File: config.mk
export PLATFORM = sky130hd
export DESIGN_NAME = instruction_fetch
export DESIGN_NICKNAME = d
export VERILOG_FILES = /design/src/rtl/ifetch_pkg.sv /design/src/rtl/fetch_fifo.sv /design/src/rtl/instruction_fetch.sv
export SDC_FILE = /design/constraint.sdc
export NUM_CORES = 1
export LEC_CHECK = 0
export ABC_AREA = 1
export CAP_MARGIN = 10
export CORE_MARGIN = 1
export CORE_UTILIZATION = 40
export DETAILED_ROUTE_END_ITERATION = 7
export SKIP_LAST_GASP = 1
export SYNTH_ARGS = -nofsm -noshare
export SYNTH_HDL_FRONTEND = slang
export SYNTH_SLANG_ARGS = --single-unit
File: constraint.sdc
create_clock -name clk -period 11.95 [get_ports clk]
set_input_delay 2.39 -clock clk [delete_from_list [all_inputs] [get_ports clk]]
set_output_delay 2.39 -clock clk [all_outputs]
set_load 0.01 [all_outputs]
File: src/rtl/ifetch_pkg.sv
// Shared types and constants for the instruction fetch stage.
// Used by instruction_fetch (optional perf counter: IFETCH_PERF_CNT_EN).
package ifetch_pkg;

   typedef enum logic [1:0] {
      ST_RUN,
      ST_WAIT,
      ST_DRAIN
   } fetch_state_e;

   localparam logic [31:0] INST_WORD_BYTES  = 32'd4;
   localparam logic [31:0] DEFAULT_RESET_PC = 32'h0000_0000;

   function automatic logic [31:0] word_align(input logic [31:0] addr);
      return addr & ~32'h0000_0003;
   endfunction

endpackage

File: src/rtl/fetch_fifo.sv
// Synchronous FIFO holding fetched {instruction, pc+4} entries.
// Flush overrides push and pop; push when full and pop when empty are ignored.
module fetch_fifo #(
   parameter int unsigned DEPTH = 2,
   parameter int unsigned WIDTH = 64,
   localparam int unsigned PW = $clog2(DEPTH),
   localparam int unsigned CW = PW + 1
) (
   input  logic             clk,
   input  logic             rst,
   input  logic             push,
   input  logic [WIDTH-1:0] push_data,
   input  logic             pop,
   input  logic             flush,
   output logic [CW-1:0]    count,
   output logic [WIDTH-1:0] head
);

   localparam logic [CW-1:0] FULL_CNT = CW'(DEPTH);

   logic [WIDTH-1:0] mem_q [DEPTH];
   logic [WIDTH-1:0] mem_d [DEPTH];
   logic [PW-1:0]    wr_ptr_q, wr_ptr_d;
   logic [PW-1:0]    rd_ptr_q, rd_ptr_d;
   logic [CW-1:0]    count_q, count_d;
   logic             do_push, do_pop;

   always_comb begin
      mem_d    = mem_q;
      wr_ptr_d = wr_ptr_q;
      rd_ptr_d = rd_ptr_q;
      count_d  = count_q;
      do_push  = push && (count_q != FULL_CNT);
      do_pop   = pop && (count_q != '0);
      if (flush) begin
         wr_ptr_d = '0;
         rd_ptr_d = '0;
         count_d  = '0;
      end else begin
         if (do_push) begin
            mem_d[wr_ptr_q] = push_data;
            wr_ptr_d        = wr_ptr_q + PW'(1);
         end
         if (do_pop) begin
            rd_ptr_d = rd_ptr_q + PW'(1);
         end
         count_d = count_q + CW'(do_push) - CW'(do_pop);
      end
   end

   always_ff @(posedge clk) begin
      if (rst) begin
         wr_ptr_q <= '0;
         rd_ptr_q <= '0;
         count_q  <= '0;
      end else begin
         wr_ptr_q <= wr_ptr_d;
         rd_ptr_q <= rd_ptr_d;
         count_q  <= count_d;
      end
   end

   // Storage needs no reset: the count gates every read of it.
   always_ff @(posedge clk) begin
      mem_q <= mem_d;
   end

   assign count = count_q;
   assign head  = mem_q[rd_ptr_q];

endmodule

File: src/rtl/instruction_fetch.sv
// Fetch stage: PC register, single-outstanding imem requests, buffered decoder handshake.
// Define IFETCH_PERF_CNT_EN to add the saturating stall_cycles output.
module instruction_fetch
   import ifetch_pkg::*;
#(
   parameter logic [31:0] RESET_PC   = DEFAULT_RESET_PC,
   parameter int unsigned FIFO_DEPTH = 2
) (
   input  logic        clk,
   input  logic        rst,
   output logic        imem_req,
   output logic [31:0] imem_addr,
   input  logic        imem_ack,
   input  logic [31:0] imem_rdata,
   output logic        inst_valid,
   input  logic        inst_ready,
   output logic [31:0] instruction,
   output logic [31:0] opcplus4,
   input  logic        redirect,
   input  logic [31:0] redirect_pc
`ifdef IFETCH_PERF_CNT_EN
   ,
   output logic [31:0] stall_cycles
`endif
);

   localparam int unsigned CW = $clog2(FIFO_DEPTH) + 1;
   localparam logic [CW-1:0] DEPTH_CNT = CW'(FIFO_DEPTH);

   fetch_state_e  state_q, state_d;
   logic [31:0]   fetch_pc_q, fetch_pc_d;
   logic [31:0]   req_addr_q, req_addr_d;
   logic [31:0]   pc_plus4;
   logic          fifo_push, fifo_pop, fifo_flush;
   logic [CW-1:0] fifo_count;
   logic [63:0]   fifo_head;

   assign pc_plus4 = fetch_pc_q + INST_WORD_BYTES;

   always_comb begin
      state_d    = state_q;
      fetch_pc_d = fetch_pc_q;
      req_addr_d = req_addr_q;
      imem_req   = 1'b0;
      fifo_push  = 1'b0;
      fifo_flush = 1'b0;
      fifo_pop   = inst_valid && inst_ready;
      if (rst) begin
         fifo_pop = 1'b0;
      end else if (redirect) begin
         fifo_flush = 1'b1;
         fifo_pop   = 1'b0;
         fetch_pc_d = word_align(redirect_pc);
         unique case (state_q)
            ST_RUN:   state_d = ST_RUN;
            ST_WAIT:  state_d = imem_ack ? ST_RUN : ST_DRAIN;
            ST_DRAIN: state_d = imem_ack ? ST_RUN : ST_DRAIN;
            default:  state_d = ST_RUN;
         endcase
      end else begin
         unique case (state_q)
            ST_RUN: begin
               // Issuing only with a free slot reserves room for the eventual push.
               if (fifo_count < DEPTH_CNT) begin
                  imem_req   = 1'b1;
                  req_addr_d = fetch_pc_q;
                  state_d    = ST_WAIT;
               end
            end
            ST_WAIT: begin
               if (imem_ack) begin
                  fifo_push  = 1'b1;
                  fetch_pc_d = pc_plus4;
                  state_d    = ST_RUN;
               end
            end
            ST_DRAIN: begin
               if (imem_ack) begin
                  state_d = ST_RUN;
               end
            end
            default: state_d = ST_RUN;
         endcase
      end
   end

   always_ff @(posedge clk) begin
      if (rst) begin
         state_q    <= ST_RUN;
         fetch_pc_q <= RESET_PC;
         req_addr_q <= RESET_PC;
      end else begin
         state_q    <= state_d;
         fetch_pc_q <= fetch_pc_d;
         req_addr_q <= req_addr_d;
      end
   end

   // A stale request keeps its own address on the bus after a redirect moves the PC.
   assign imem_addr = (state_q == ST_RUN) ? fetch_pc_q : req_addr_q;

   fetch_fifo #(
      .DEPTH (FIFO_DEPTH),
      .WIDTH (64)
   ) u_fifo (
      .clk       (clk),
      .rst       (rst),
      .push      (fifo_push),
      .push_data ({imem_rdata, pc_plus4}),
      .pop       (fifo_pop),
      .flush     (fifo_flush),
      .count     (fifo_count),
      .head      (fifo_head)
   );

   assign inst_valid  = (fifo_count != '0);
   assign instruction = inst_valid ? fifo_head[63:32] : '0;
   assign opcplus4    = inst_valid ? fifo_head[31:0] : '0;

`ifdef IFETCH_PERF_CNT_EN
   logic [31:0] stall_cnt_q, stall_cnt_d;

   always_comb begin
      stall_cnt_d = stall_cnt_q;
      if (inst_ready && !inst_valid && (stall_cnt_q != '1)) begin
         stall_cnt_d = stall_cnt_q + 32'd1;
      end
   end

   always_ff @(posedge clk) begin
      if (rst) begin
         stall_cnt_q <= '0;
      end else begin
         stall_cnt_q <= stall_cnt_d;
      end
   end

   assign stall_cycles = stall_cnt_q;
`endif

endmodule

=== Yosys cells after proc, flatten, opt, wreduce, memory -nomap -nowiden ===
Index checks and enable logic that the tools add are counted.
Widths: inputs -> output; s select.

* Register bits after elaboration: 198
* Bits in latches: 0
* RAM bits: 0
* Memory bits (read-only): 0
* Input port bits: 69
* Output and inout bits: 98
* Memories: 0

* $add $sub $neg: 5
* $mul: 0
* Divide/modulo/power cells: 0
* Magnitude comparators: 4
* Eq/ne operators: 5
* Shifts and indexed selects: 0
* Mux-type cells: 30
* Bitwise gates (word level): 4
* Reductions and logical operators: 16

{| class="wikitable"
|+ Operator list
! operator !! number
|-
| $mux 64 || 4
|-
| $mux 32 || 6
|-
| $bwmux 128 || 1
|-
| $demux 64 s1 || 1
|-
| $add 32x3->32 const B || 1
|-
| $mux 1 || 12
|-
| $mux 2 || 5
|-
| $reduce_and 2->1 || 4
|-
| $reduce_bool 2->1 || 3
|-
| $reduce_or 2->1 || 3
|-
| $ge 2x2->1 const B || 2
|-
| $logic_and 1x1->1 || 4
|-
| $not 1->2 || 2
|-
| $pmux 2 s2 || 1
|-
| $ne 3x1->1 const B || 1
|-
| $ne 3x3->1 const B || 1
|-
| $reduce_and 3->1 || 1
|-
| $add 1x1->1 const B || 2
|-
| $add 2x1->2 || 1
|-
| $eq 2x1->1 const B || 1
|-
| $eq 2x2->1 const B || 1
|-
| $logic_not 2->1 || 1
|-
| $lt 2x1->1 const B || 1
|-
| $lt 2x2->1 const B || 1
|-
| 3 further kinds || 4
|}

=== Logic depth before layout (Yosys ltp) ===
Gate-level depths: netlist (run 1).

* Depth in word-level cells: 7
* Mapped depth: 10

=== By module ===
A second synthesis (run 1) with hierarchy kept.

* Cells, all modules: 919
* Area, all modules: 9106.2 µm²

{| class="wikitable"
|+ Modules (own cells, without submodules)
! module !! times used !! cells an instance !! area an instance (µm²) !! sequential area each (µm²)
|-
| fetch_fifo || 1 || 234 || 4998.5 || 3923.8
|-
| instruction_fetch || 1 || 685 || 4107.7 || 1241.2
|}

=== Least setup slack after synthesis (run 1) ===
OpenSTA, ideal clock, no wires.

* Path kind: input to register
* Start: input port redirect
* End: register u_fifo.mem_q[100] in the netlist's numbering, enable pin
* Library setup time: 0.482 ns
* Arrival time: 5.457 ns
* Path slack: 6.011 ns
* Stages: 4
* Path through: buf_2 -> nor2_1 -> nand2_1 -> nor2_1

* Cells in the longest elaborated chain, start to end: 4
* Elaborated cells between the ends (all ways): 7
* Classes of those cells: mux: 4; bitwise: 1; reduce/logical: 2

{| class="wikitable"
|+ RTL lines
! what !! RTL line !! source
|-
| from (decl) || instruction_fetch.sv:19 || <nowiki>input logic redirect,</nowiki>
|-
| $mux 1 || instruction_fetch.sv:50 || <nowiki>end else if (redirect) begin</nowiki>
|-
| $mux 1 || instruction_fetch.sv:48 || <nowiki>if (rst) begin</nowiki>
|-
| $logic_and 1x1->1 / $not 1->1 (equally long branches) || n/a ||
|-
| $reduce_and 2->1 (no source line) (*) || n/a ||
|-
| to (signal assigned) || fetch_fifo.sv:65 || <nowiki>mem_q <= mem_d;</nowiki>
|-
| to (decl) || fetch_fifo.sv:21 || <nowiki>logic [WIDTH-1:0] mem_q [DEPTH];</nowiki>
|}

Mark *: on every way between the ends. The rest lies on a longest branch, timed or not.
A chain may end at the register's enable or synchronous reset.

=== Worst setup path after layout (run 1) ===
* Start: input port redirect
* End: output port imem_req

* Cells in the longest elaborated chain, start to end: 2

{| class="wikitable"
|+ RTL lines
! what !! RTL line !! source
|-
| $mux 1 || instruction_fetch.sv:50 ||
|-
| $mux 1 || instruction_fetch.sv:48 ||
|-
| to (decl) || instruction_fetch.sv:11 || <nowiki>output logic imem_req,</nowiki>
|}

No other way between the ends.

==> results.py, run 1 <==
metrics = {
    "status": {
        "status": "completed",
    },
    "timing": {
        "hold_viol": 0,
        "fin_tns_setup_ns": 0,
        "max_freq_mhz": 153,
        "rsz0062_at_grt": "false",
        "slew_violations": 0,
        "worst_pin_slew_ns": 0.784,
        "slew_headroom": 0.476,
        "period_share": 0.547,
        "clock_skew_ns": 0.0114,
        "post-route-min-period_ns": 6.54,
        "finalSetupViolations": 0,
    },
    "clock_network": {
        "tritoncts": "done",
        "clkLatencyLatePin_ns": 0.44,
        "htree_levels": 4,
        "cts_buffers": 17,
        "ctsHoldBuffers": 0,
        "clk_pin_slew_ns": 0.07,
        "clk_path_buf_depth": 2,
        "cts_setup_buffers": 0,
        "root_buffer": "clkbuf_16",
        "cts_num_sinks": 190,
        "cts-resized-gates": 0,
    },
    "yosys": {
        "yosysWarnings": 0,
        "ys_types": 30,
        "synth_top_area_frac": 0.438,
        "yosys-top-cells-area": "edfxtp_1 44%, dfxtp_1 16%, nand2_1 14%, a21oi_1 5.7%, o21ai_0 2.8%",
        "synth_commonest_cells": "324 x nand2_1, 124 x edfxtp_1, 97 x a21oi_1, 66 x dfxtp_1",
        "synth_flop_cell": "edfxtp_1",
        "async_flop_share": 0,
        "ys_ff_latch": 190,
        "yosys.area.top_type": "edfxtp_1",
        "syn_area_per_cell_um2": 9.08,
        "yosysSeqAreaShare": 0.594,
        "synth_edf_count": 124,
        "yosysMostFrequentCell": "nand2_1",
        "synth_cells": 936,
        "netlist_area_um2": 8500,
    },
    "floorplan": {
        "die_area_um2": 21800,
        "rows": 52,
        "start_util": 0.415,
        "core_area_um2": 20500,
        "die_h_um": 148,
        "die_width_um": 148,
        "ios": 167,
    },
    "cells_and_area": {
        "fillers": 1897,
        "instances_no_fill": 1358,
        "layout-drive-gt1-share": 0.0699,
        "final_nets": 1148,
        "areaGrowthSynthToFinish_pct": 28.3,
        "n_antenna_cell": 0,
        "regArea_um2": 5050,
        "multi_input_area_um2": 3020,
    },
    "detailed_routing": {
        "drcViolationCount": 0,
        "wl_per_cell_um": 14.9,
        "viasPerCell": 4.84,
        "drt_wl_total_um": 20200,
        "ant_nets": 0,
        "vias": 6578,
        "drt_iter0_markers": 403,
        "first_pass_iters": 7,
    },
    "worst_setup_path": {
        "arrival_ns": 4.15,
        "crit_path_max_fanout": 35,
        "crit_path_end_kind": "output port",
        "crit_path_start_kind": "input pin",
        "critPathKind": "in -> out",
        "required_ns": 9.56,
    },
    "global_route": {
        "grt_pass1_wl_um": 32000,
        "grt_usage": 0.192,
        "grt.overflow.total": 0,
        "grt_max_degree": 65,
        "grt_pass1_vias": 6133,
        "antenna_found_initial": 0,
    },
    "power_and_ir_drop": {
        "power.density_nw_per_um2": 129,
        "p_leak_uw": 0.00388,
        "ir_worst_vdd_mv": 0.103,
    },
    "worst_hold_path": {
        "hp-class": "reg -> reg",
    },
    "flow_run": {
        "cap_violations": 0,
    },
    "place": {
        "hpwl_um": 13200,
        "place_inst": 1326,
        "port_buffers": 160,
        "place_congestion": 0.865,
    },
}
-- area by class of cell --
type | instances | area share
Sequential cell | 190 | 0.463
Multi-Input combinational cell | 633 | 0.277
Timing Repair Buffer | 169 | 0.153
Clock buffer | 18 | 0.0403
Tap cell | 270 | 0.0310
Inverter | 64 | 0.0220
Clock inverter | 14 | 0.0137
-- where the power goes --
group          switching [uW]  internal (uW)
Combinational            63.2           54.6
Sequential               12.5            715
Clock                     261            301
Total                     337           1070
-- cell usage in the layout, fill, tap and decap left out, drive strengths merged, types with 7 or more instances in the layout --
cell and count:
nand2 330, clkdlybuf4s50 159, edfxtp 124, a21oi 97, nor2 73, inv 70, dfxtp 66, o21ai 47
a211oi 23, nand3 21, clkbuf 18, xor2 12, buf 10, a31oi 7
-- routing by layer --
metal  vias to the layer above  track usage  wire length (um)
met1                      3009        0.271              9570
met5                         -            0                 0
met2                       187        0.295              9000
li1                       3363            -                 -
met3                        19       0.0429              1310
met4                         0       0.0562               297
-- cells by family (layout without fill, tap and decap cells) --
family / Yosys count / after routing / synth area share
xor gates and xnor gates: 16 / 16 / 0.0227
DFF: 190 / 190 / 0.594
buffers and inverters: 116 / 265 / 0.0545
adders and majority gates: 4 / 4 / 0.00589
AOI/OAI and AO/OA: 177 / 177 / 0.113
and+or+nand+nor: 432 / 432 / 0.209
other: 1 / 4 / 0.000441
-- stage by stage --
step	hold slack, ns	power [uW]	utilization	instance area (um2)	worst slack [ns]
global route	0.477	1460	0.532	10900	5.30
finish	0.464	1410	0.532	10900	5.41
CTS	0.469	1420	0.532	10900	5.40
global placement	0.448	858	0.503	10300	5.41
detailed placement	0.459	859	0.503	10300	5.42
floorplan	0.441	801	-	8510	6.01
-- state kept, by name (all words and copies together) (netlist names) --
signal / cells
u_fifo.count: 2
state_q: 2
u_fifo.rd_ptr_q: 1
fetch_pc_q: 30
req_addr_q: 30
u_fifo.wr_ptr_q: 1
u_fifo.mem_q: 124
-- critical path, cell delays in order --
cell             delay [ns]
clkdlybuf4s50_1        0.40
buf_4                  0.26
nor3_4                 0.24
inv_2                  0.12
nor2_1                 0.17
clkdlybuf4s50_1        0.57
-- path summary, 6_finish.rpt --
check / cells past startpoint / end / slack [ns] / from
hold reg to reg: 2 / req_addr_q[8] / 0.46 / req_addr_q[8]
setup reg to reg: 8 / u_fifo.mem_q[49] / 9.08 / state_q[1]
hold / removal: 2 / req_addr_q[8] / 0.46 / req_addr_q[8]
setup / recovery: 6 / imem_req / 5.41 / redirect
(Power assumes the default switching activity.)
==> inputs of run 2 (changes only) <==
Clock period 11.95 ns to 6.65 ns, I/O delays scaled along.
==> run 2 against run 1 <==
Net effect:
- register-to-register slack worse by 4.8 ns
- critical endpoint unchanged
- clock power is 94% higher
- largest power group unchanged
- highest routed layer unchanged
- clock-buffer cell count is 1 lower
- flip-flop and latch count unchanged
- critical path depth is the same
==> results.py, run 2 (synthesized netlist as in run 1, its figures left out) <==
metrics = {
    "status": {
        "status": "completed",
    },
    "clock_network": {
        "cts_setup_buffers": 0,
        "cts_buffers": 17,
        "root_buffer": "clkbuf_16",
        "cts_num_sinks": 190,
        "ctsHoldBuffers": 0,
        "cts-resized-gates": 0,
        "clkLatencyLatePin_ns": 0.42,
        "clk_pin_slew_ns": 0.07,
        "htree_levels": 4,
        "tritoncts": "done",
        "clk_path_buf_depth": 2,
    },
    "place": {
        "place_inst": 1326,
        "place_congestion": 0.879,
        "hpwl_um": 13200,
        "port_buffers": 160,
    },
    "timing": {
        "finalSetupViolations": 0,
        "hold_viol": 0,
        "slew_violations": 0,
        "post-route-min-period_ns": 4.47,
        "rsz0062_at_grt": "false",
        "period_share": 0.672,
        "fin_tns_setup_ns": 0,
        "worst_pin_slew_ns": 0.850,
        "max_freq_mhz": 224,
        "slew_headroom": 0.433,
        "clock_skew_ns": 0.00875,
    },
    "global_route": {
        "grt.overflow.total": 0,
        "grt_usage": 0.191,
        "grt_pass1_wl_um": 32000,
        "grt_pass1_vias": 6015,
        "grt_max_degree": 64,
        "antenna_found_initial": 0,
    },
    "floorplan": {
        "start_util": 0.415,
        "rows": 52,
        "ios": 167,
        "die_h_um": 148,
        "core_area_um2": 20500,
        "die_width_um": 148,
        "die_area_um2": 21800,
    },
    "flow_run": {
        "cap_violations": 0,
    },
    "worst_setup_path": {
        "cp_slowest_cell": "clkdlybuf4s50_1",
        "crit_path_end_kind": "output port",
        "critPathKind": "in -> out",
        "crit_path_max_fanout": 35,
        "timing.critical_path.cells": "clkdlybuf4s50_1 -> buf_4 -> nor3_4 -> inv_2 -> nor2_1 -> clkdlybuf4s50_1",
        "arrival_ns": 3.14,
        "crit_path_start_kind": "input pin",
        "slowest_delay_ns": 0.58,
        "reg2reg_depth": 7,
        "required_ns": 5.32,
        "path_common_cell": "clkdlybuf4s50_1",
    },
    "cells_and_area": {
        "top_register": "u_fifo.mem_q",
        "areaGrowthSynthToFinish_pct": 28.9,
        "reg_top3": "u_fifo.mem_q: 124 flops, fetch_pc_q: 30 flops, req_addr_q: 30 flops",
        "final_cell_mix": "324 x nand2_1, 159 x clkdlybuf4s50_1, 124 x edfxtp_1",
        "instances_no_fill": 1358,
        "n_antenna_cell": 0,
        "layout_commonest_cell": "nand2_1",
        "layout-drive-gt1-share": 0.0680,
        "final_util": 0.534,
        "final_nets": 1148,
        "largest_reg_flops": 124,
    },
    "power_and_ir_drop": {
        "ir_worst_vdd_mv": 0.171,
        "power.density_nw_per_um2": 238,
        "p_leak_uw": 0.00391,
    },
    "detailed_routing": {
        "drcViolationCount": 0,
        "wl_per_cell_um": 14.9,
        "vias": 6577,
        "viasPerCell": 4.84,
        "drt_iter0_markers": 478,
        "first_pass_iters": 5,
        "drt_wl_total_um": 20300,
        "ant_nets": 0,
    },
    "worst_hold_path": {
        "hp-class": "reg -> reg",
        "holdPathStages": 2,
    },
}
-- run 2: changes by cell type in the layout (fill, tap and decap cells not counted), sizes merged --
| cell | previous run | this run |
|---|---|---|
| clkbuf | 18 | 17 |
| clkinvlp | 5 | 0 |
| inv | 70 | 69 |
| clkinv | 2 | 6 |
| bufinv | 1 | 4 |
-- run 2: power by group --
part           switching [uW]  total [uW]  internal (uW)  leakage (uW)
Combinational             114         212           98.1       0.00194
Clock                     451        1090            637      0.000312
Sequential               22.7        1310           1290       0.00166
Total                     587        2610           2020       0.00391
-- run 2: cell type report --
| class | instances | area (um2) |
|---|---|---|
| Clock inverter | 15 | 209 |
| Fill cell | 1891 | 9550 |
| Multi-Input combinational cell | 633 | 3020 |
| Tap cell | 270 | 338 |
| Clock buffer | 17 | 425 |
| Timing Repair Buffer | 169 | 1660 |
| Sequential cell | 190 | 5050 |
| Inverter | 64 | 240 |
-- run 2: per-stage QoR --
step | hold slack, ns | setup WS (ns) | total power (uW) | instance area [um2]
floorplan | 0.441 | 1.77 | 1440 | 8510
global placement | 0.450 | 2.23 | 1540 | 10300
detailed placement | 0.455 | 2.21 | 1540 | 10300
CTS | 0.465 | 2.20 | 2630 | 10900
global route | 0.492 | 2.11 | 2710 | 10900
finish | 0.467 | 2.18 | 2610 | 10900
-- run 2: worst paths after layout --
path / from / end / slack, ns
worst max-delay path: redirect / imem_req / 2.18
worst min-delay path: req_addr_q[3] / req_addr_q[3] / 0.47
worst min register to register: req_addr_q[3] / req_addr_q[3] / 0.47
worst max register to register: u_fifo.count[1] / u_fifo.count[1] / 4.30
-- run 2: routing by layer --
metal,global-route usage,vias to the layer above,wire length (um)
met2,0.288,187,9010
met4,0.0402,0,93
met5,0,-,0
met3,0.0367,9,1090
met1,0.283,3022,10100
li1,-,3359,-
-- run 2: worst max-delay path, delay by kind of cell --
family	cells	cell delay, ns
buf+inv	4	1.36
simple gates	2	0.44
